**config.mk**
```make
export PLATFORM = sky130hd
export DESIGN_NAME = sdu_frame_sequencer_flat
export DESIGN_NICKNAME = d
export VERILOG_FILES = /design/src/rtl/sdu_pkg.sv /design/src/rtl/sdu_frame_sequencer_if.sv /design/src/rtl/sdu_cycle_counter.sv /design/src/rtl/sdu_frame_sequencer.sv /design/src/flat_wrapper.sv
export SDC_FILE = /design/constraint.sdc
export NUM_CORES = 1
export LEC_CHECK = 0
export CORE_AREA = 4 4 77 61
export CTS_BUF_LIST = sky130_fd_sc_hd__clkbuf_8
export CTS_CLUSTER_DIAMETER = 80
export DETAILED_ROUTE_END_ITERATION = 10
export DIE_AREA = 0 0 81 65
export DONT_BUFFER_PORTS = 1
export PLACE_DENSITY_LB_ADDON = 0.15
export SLEW_MARGIN = 20
export SYNTH_ARGS = -nofsm -noshare
export SYNTH_HDL_FRONTEND = slang
export SYNTH_SLANG_ARGS = --single-unit
```
**constraint.sdc**
```tcl
create_clock -name clk -period 2.1 [get_ports clk]
set_input_delay 0.21 -clock clk [delete_from_list [all_inputs] [get_ports clk]]
set_output_delay 0.21 -clock clk [all_outputs]
set_load 0.005 [all_outputs]
```
**src/rtl/sdu_pkg.sv**
```systemverilog
// Shared types and default sizing for the SDU frame sequencer.
// Defaults match the FIR prime/flush lengths and the FFT frame size.
package sdu_pkg;

  typedef enum logic [2:0] {
    ST_IDLE,
    ST_PRIME,
    ST_DATA,
    ST_FLUSH,
    ST_WAIT_DONE,
    ST_UNLOAD,
    ST_DRAIN
  } state_t;

  localparam int DEF_PRIME_LEN    = 106;
  localparam int DEF_FRAME_LEN    = 128;
  localparam int DEF_FLUSH_LEN    = 43;
  localparam int DEF_DONE_TIMEOUT = 4096;
  localparam int SAMPLE_W         = 16;

  function automatic int max4(input int a, input int b, input int c, input int d);
    int m;
    m = a;
    if (b > m) m = b;
    if (c > m) m = c;
    if (d > m) m = d;
    return m;
  endfunction

  // Wide enough to hold the largest phase length without wrapping.
  function automatic int cnt_width(input int a, input int b, input int c, input int d);
    return $clog2(max4(a, b, c, d) + 1);
  endfunction

endpackage

```
**src/rtl/sdu_frame_sequencer_if.sv**
```systemverilog
// Upstream sample stream: signed I/Q sample with valid/ready handshake.
interface sdu_frame_sequencer_if;
  import sdu_pkg::*;

  logic signed [SAMPLE_W-1:0] s_re;
  logic signed [SAMPLE_W-1:0] s_im;
  logic                       s_valid;
  logic                       s_ready;

  modport master (output s_re, output s_im, output s_valid, input s_ready);
  modport slave  (input s_re, input s_im, input s_valid, output s_ready);

endinterface

```
**src/rtl/sdu_cycle_counter.sv**
```systemverilog
// Phase counter: cleared by load, advanced by en; tc flags count == last.
module sdu_cycle_counter #(
  parameter int W = 13
) (
  input  logic         clk,
  input  logic         reset,
  input  logic         load,
  input  logic         en,
  input  logic [W-1:0] last,
  output logic         tc
);

  logic [W-1:0] count_reg;

  always_ff @(posedge clk or negedge reset) begin
    if (!reset) begin
      count_reg <= '0;
    end else if (load) begin
      count_reg <= '0;
    end else if (en) begin
      count_reg <= count_reg + W'(1);
    end
  end

  assign tc = (count_reg == last);

endmodule

```
**src/rtl/sdu_frame_sequencer.sv**
```systemverilog
// Drives one frame through the FIR/FFT chain: prime zeros, data, flush zeros,
// then waits for the FFT, unloads it and counts the output words.
module sdu_frame_sequencer
  import sdu_pkg::*;
#(
  parameter int PRIME_LEN    = DEF_PRIME_LEN,
  parameter int FRAME_LEN    = DEF_FRAME_LEN,
  parameter int FLUSH_LEN    = DEF_FLUSH_LEN,
  parameter int DONE_TIMEOUT = DEF_DONE_TIMEOUT
) (
  input  logic                       clk,
  input  logic                       reset,
  input  logic                       start,
  sdu_frame_sequencer_if.slave       s_if,
  output logic signed [SAMPLE_W-1:0] din_re,
  output logic signed [SAMPLE_W-1:0] din_im,
  output logic                       fir_filter_nd,
  input  logic                       fft_done,
  output logic                       fft_unload,
  input  logic                       fft_dv,
  output logic                       busy,
  output logic                       frame_done,
  output logic                       timeout_err
);

  localparam int CNT_W = cnt_width(PRIME_LEN, FRAME_LEN, FLUSH_LEN, DONE_TIMEOUT);
  localparam logic [CNT_W-1:0] PRIME_LAST = CNT_W'(PRIME_LEN - 1);
  localparam logic [CNT_W-1:0] FRAME_LAST = CNT_W'(FRAME_LEN - 1);
  localparam logic [CNT_W-1:0] FLUSH_LAST = CNT_W'(FLUSH_LEN - 1);
  localparam logic [CNT_W-1:0] TMO_LAST   = CNT_W'(DONE_TIMEOUT - 1);

  state_t                     state_reg;
  logic signed [SAMPLE_W-1:0] din_re_reg;
  logic signed [SAMPLE_W-1:0] din_im_reg;
  logic                       nd_reg;
  logic                       unload_reg;
  logic                       busy_reg;
  logic                       frame_done_reg;
  logic                       timeout_err_reg;

  logic             accept;
  logic             cnt_load;
  logic             cnt_en;
  logic             cnt_tc;
  logic [CNT_W-1:0] cnt_last;

  assign s_if.s_ready = (state_reg == ST_DATA);
  assign accept       = s_if.s_ready && s_if.s_valid;

  always_comb begin
    cnt_last = PRIME_LAST;
    case (state_reg)
      ST_DATA, ST_DRAIN: cnt_last = FRAME_LAST;
      ST_FLUSH:          cnt_last = FLUSH_LAST;
      ST_WAIT_DONE:      cnt_last = TMO_LAST;
      default:           cnt_last = PRIME_LAST;
    endcase
  end

  // Counter restarts from zero on every phase change, so each phase sees a fresh count.
  always_comb begin
    cnt_load = 1'b0;
    cnt_en   = 1'b0;
    case (state_reg)
      ST_IDLE:      cnt_load = 1'b1;
      ST_PRIME:     begin cnt_en = 1'b1;   cnt_load = cnt_tc;             end
      ST_DATA:      begin cnt_en = accept; cnt_load = accept && cnt_tc;   end
      ST_FLUSH:     begin cnt_en = 1'b1;   cnt_load = cnt_tc;             end
      ST_WAIT_DONE: begin cnt_en = 1'b1;   cnt_load = fft_done || cnt_tc; end
      ST_UNLOAD:    cnt_load = 1'b1;
      ST_DRAIN:     begin cnt_en = fft_dv; cnt_load = fft_dv && cnt_tc;   end
      default:      cnt_load = 1'b1;
    endcase
  end

  sdu_cycle_counter #(.W(CNT_W)) u_cnt (
    .clk   (clk),
    .reset (reset),
    .load  (cnt_load),
    .en    (cnt_en),
    .last  (cnt_last),
    .tc    (cnt_tc)
  );

  always_ff @(posedge clk or negedge reset) begin
    if (!reset) begin
      state_reg       <= ST_IDLE;
      din_re_reg      <= '0;
      din_im_reg      <= '0;
      nd_reg          <= 1'b0;
      unload_reg      <= 1'b0;
      busy_reg        <= 1'b0;
      frame_done_reg  <= 1'b0;
      timeout_err_reg <= 1'b0;
    end else begin
      nd_reg         <= 1'b0;
      unload_reg     <= 1'b0;
      frame_done_reg <= 1'b0;
      case (state_reg)
        ST_IDLE: begin
          if (start) begin
            state_reg       <= ST_PRIME;
            busy_reg        <= 1'b1;
            timeout_err_reg <= 1'b0;
          end
        end
        ST_PRIME: begin
          nd_reg     <= 1'b1;
          din_re_reg <= '0;
          din_im_reg <= '0;
          if (cnt_tc) state_reg <= ST_DATA;
        end
        ST_DATA: begin
          if (accept) begin
            nd_reg     <= 1'b1;
            din_re_reg <= s_if.s_re;
            din_im_reg <= s_if.s_im;
            if (cnt_tc) state_reg <= ST_FLUSH;
          end
        end
        ST_FLUSH: begin
          nd_reg     <= 1'b1;
          din_re_reg <= '0;
          din_im_reg <= '0;
          if (cnt_tc) state_reg <= ST_WAIT_DONE;
        end
        ST_WAIT_DONE: begin
          if (fft_done) begin
            state_reg  <= ST_UNLOAD;
            unload_reg <= 1'b1;
          end else if (cnt_tc) begin
            state_reg       <= ST_IDLE;
            busy_reg        <= 1'b0;
            timeout_err_reg <= 1'b1;
          end
        end
        ST_UNLOAD: state_reg <= ST_DRAIN;
        ST_DRAIN: begin
          if (fft_dv && cnt_tc) begin
            state_reg      <= ST_IDLE;
            busy_reg       <= 1'b0;
            frame_done_reg <= 1'b1;
          end
        end
        default: begin
          state_reg <= ST_IDLE;
          busy_reg  <= 1'b0;
        end
      endcase
    end
  end

  assign din_re        = din_re_reg;
  assign din_im        = din_im_reg;
  assign fir_filter_nd = nd_reg;
  assign fft_unload    = unload_reg;
  assign busy          = busy_reg;
  assign frame_done    = frame_done_reg;
  assign timeout_err   = timeout_err_reg;

endmodule

```
**src/flat_wrapper.sv**
```systemverilog
// flat-port wrapper written by rule: the top's interface ports become plain ports
module sdu_frame_sequencer_flat import sdu_pkg::*;
#(
  parameter int PRIME_LEN    = DEF_PRIME_LEN,
  parameter int FRAME_LEN    = DEF_FRAME_LEN,
  parameter int FLUSH_LEN    = DEF_FLUSH_LEN,
  parameter int DONE_TIMEOUT = DEF_DONE_TIMEOUT
)
  (clk, reset, start, din_re, din_im, fir_filter_nd, fft_done, fft_unload, fft_dv, busy, frame_done, timeout_err, s_if_s_re, s_if_s_im, s_if_s_valid, s_if_s_ready);
  sdu_frame_sequencer_if s_if_i ();
  input  logic clk;
  input  logic reset;
  input  logic start;
  output logic signed [SAMPLE_W-1:0] din_re;
  output logic signed [SAMPLE_W-1:0] din_im;
  output logic fir_filter_nd;
  input  logic fft_done;
  output logic fft_unload;
  input  logic fft_dv;
  output logic busy;
  output logic frame_done;
  output logic timeout_err;
  input wire logic [$bits(s_if_i.s_re)-1:0] s_if_s_re;
  input wire logic [$bits(s_if_i.s_im)-1:0] s_if_s_im;
  input wire logic [$bits(s_if_i.s_valid)-1:0] s_if_s_valid;
  output wire logic [$bits(s_if_i.s_ready)-1:0] s_if_s_ready;
  assign s_if_i.s_re = s_if_s_re;
  assign s_if_i.s_im = s_if_s_im;
  assign s_if_i.s_valid = s_if_s_valid;
  assign s_if_s_ready = s_if_i.s_ready;
  sdu_frame_sequencer #(.PRIME_LEN(PRIME_LEN), .FRAME_LEN(FRAME_LEN), .FLUSH_LEN(FLUSH_LEN), .DONE_TIMEOUT(DONE_TIMEOUT)) u_core (.clk(clk), .reset(reset), .start(start), .s_if(s_if_i), .din_re(din_re), .din_im(din_im), .fir_filter_nd(fir_filter_nd), .fft_done(fft_done), .fft_unload(fft_unload), .fft_dv(fft_dv), .busy(busy), .frame_done(frame_done), .timeout_err(timeout_err));
endmodule
```
==> flow_summary.toml <==
[route]
drtIter0Drc = 129
wire_per_inst_um = 18.7
via_per_inst = 6.42
vias = 1869
first_pass_iters = 4
route.detailed.drc = 0
route.antenna.remaining_nets = 0
finalWirelength_um = 5440

[synthesis]
synth-seq-cells = 53
syn_area_per_cell_um2 = 11.0
synthesis.area_um2 = 2480
ys.flop_type = "dfrtp_1"
synth_edf_count = 0
syn_inst = 226
yosysWarnings = 0
yosysMostFrequentCell = "dfrtp_1"
synth_top_cell_by_area = "dfrtp_1"
async_flop_share = 1.00
synth.top_cell.area_share = 0.534
ys_types = 47
synth.top_cells.by_area = "dfrtp_1 (53%), a22o_1 (11%), xor2_1 (2.8%)"
synthTopCellsByCount = "dfrtp_1 (53), a22o_1 (32), nor2_1 (17)"
seq_area_frac_synth = 0.534
syn-num-nets = 265

[critical_path]
end_kind = "flip-flop"
path_class = "flip-flop to flip-flop"
worstPathMaxFanout = 11
slowest_stage = "or4_1"
crit_chain = "nand2b_1 > or4_1 > a22oi_4 > buf_4 > a41oi_1 > nor2_1"
cpPeakStageDelay_ns = 0.55
crit_path_start_kind = "flip-flop"
cp.arrival_ns = 2.23
worstPathRequired_ns = 2.34

[grt]
antenna_found_initial = 0
first_global_vias = 1876
overflow = 0
globalRouteTotalUtil = 0.217
grt_max_degree = 54
grt_pass1_wl_um = 8910

[clocking]
cts_tree = "built"
path_clk_slew_ns = 0.10
clock_latency_ns = 0.30
htree_num_levels = 2
cts.sinks = 53
cts-root-buf = "clkbuf_8"
cts_made_buffers = 5
clk_path_buf_depth = 2

[sta]
period_minus_slack_ns = 1.99
fin_tns_setup_ns = 0
maxSlewViolCount = 0
hold_viol = 0
skew_ns = 0.00285
max_slew_margin = 0.619
setup_viol = 0
whs_ns = 0.0353
worst_pin_slew_ns = 0.571
period_share = 0.946
max_freq_mhz = 503

[floorplanning]
initial_core_util = 0.628
std_cell_rows = 20
die_h_um = 65
io_pins = 76
die_area_um2 = 5270
dieWidth_um = 81
core_um2 = 3950

[finish]
layout.cells.non_filler = 291
areaGrowthSynthToFinish_pct = 10.9
antenna_cells = 0
drive_gt1_frac = 0.161
layout.nets = 274

[run_status]
status = "finished clean"

[min_path]
min_path_type = "input pin to flip-flop"

[power]
leakage_uw = 0.00122
vdd_drop_max_v = 0.000477
finalPower_uw = 1640
power.density_nw_per_um2 = 594

[placement]
port_buffers = 0
hpwl_um = 3930
gp_congestion = 0.933
placedCellCount = 278

[flow_run]
drv_cap = 0
-- placed cells by master (no fill, tap or decap), types with 3 or more instances in the layout --
cell,n
and3b_1,3
xor2_1,8
a21oi_1,9
o21ai_0,10
nand2_1,10
and2_1,3
clkbuf_8,5
nand4_1,6
dfrtp_1,52
a22o_1,32
inv_1,5
or3_1,3
nand3_1,6
buf_4,16
nor2_1,17
nand2b_1,5
or4_1,3
-- per-stage QoR --
step                worst slack [ns]  area, um^2   util
finish                         0.114        2760  0.697
global route                -0.00740        2760  0.697
CTS                           0.0589        2730  0.690
detailed placement           -0.0118        2590  0.654
global placement               0.100        2590  0.654
floorplan                      0.170        2480      -
-- where the power goes --
group | switching [uW] | internal [uW] | leakage (uW) | total, uW
clock | 344 | 241 | 0.0000447 | 585
combinational | 22.1 | 9.77 | 0.000491 | 31.9
sequential | 0 | 1020 | 0.000689 | 1020
-- worst max-delay path: cells and delay by family (launching register included) --
family                 cells  cell delay (ns)
DFF                        1             0.50
AOI/OAI and AO/OA          2             0.39
buffers and inverters      1             0.16
and+or+nand+nor            3             0.87
-- final cells by class --
cell class              count  area, um^2
flip-flops and latches     53        1330
fillers                   304        1200
clock buffers               5        68.8
multi-input cells         152        1090
repair buffers             18         158
well taps                  55        68.8
clock inverters             3        25.0
inverters                   5        18.8
-- cells by family after synthesis --
kind of cell | count (synthesis) | share of synthesized area
adder cells (fa/ha/maj) | 1 | 0.00503
AND/OR/NAND/NOR | 72 | 0.165
buffers and inverters | 21 | 0.0363
XOR/XNOR | 10 | 0.0352
AO/OA/AOI/OAI | 68 | 0.221
multiplexers | 1 | 0.00403
flip-flops | 53 | 0.534
-- worst paths after layout --
kind / startpoint / endpoint / slack (ns) / depth (start not counted)
setup / recovery: u_core.state_reg[0] / u_core.timeout_err / 0.11 / 6
min in group asynchronous: reset / u_core.frame_done / 0.46 / 2
max in group asynchronous: reset / u_core.state_reg[1] / 1.42 / 2
hold reg to reg: u_core.din_im[8] / u_core.din_im[8] / 0.53 / 1
hold / removal: s_if_s_im[8] / u_core.din_im[8] / 0.04 / 1
setup reg to reg: u_core.state_reg[0] / u_core.timeout_err / 0.11 / 6
-- routing by layer --
| metal | vias to the layer above | routed length (um) | share of wire | GRT usage |
|---|---|---|---|---|
| met5 | - | 0 | 0 | 0 |
| met4 | 0 | 31 | 0.0057 | 0.0549 |
| met3 | 5 | 523 | 0.096 | 0.0722 |
| met2 | 99 | 2590 | 0.48 | 0.331 |
| met1 | 919 | 2300 | 0.42 | 0.299 |
| li1 | 846 | - | - | - |
-- repair_timing --
| item | 4_1_cts | 5_1_grt |
|---|---|---|
| setup endpoints to repair | 1 | 12 |
| hold endpoints to repair | 53 | 0 |
| pin swaps | 0 | 2 |
| setup buffers | 0 | 3 |
| gates resized for setup | 1 | 2 |
| hold buffers | 2 | 0 |
Power figures use the tool's default switching activity.
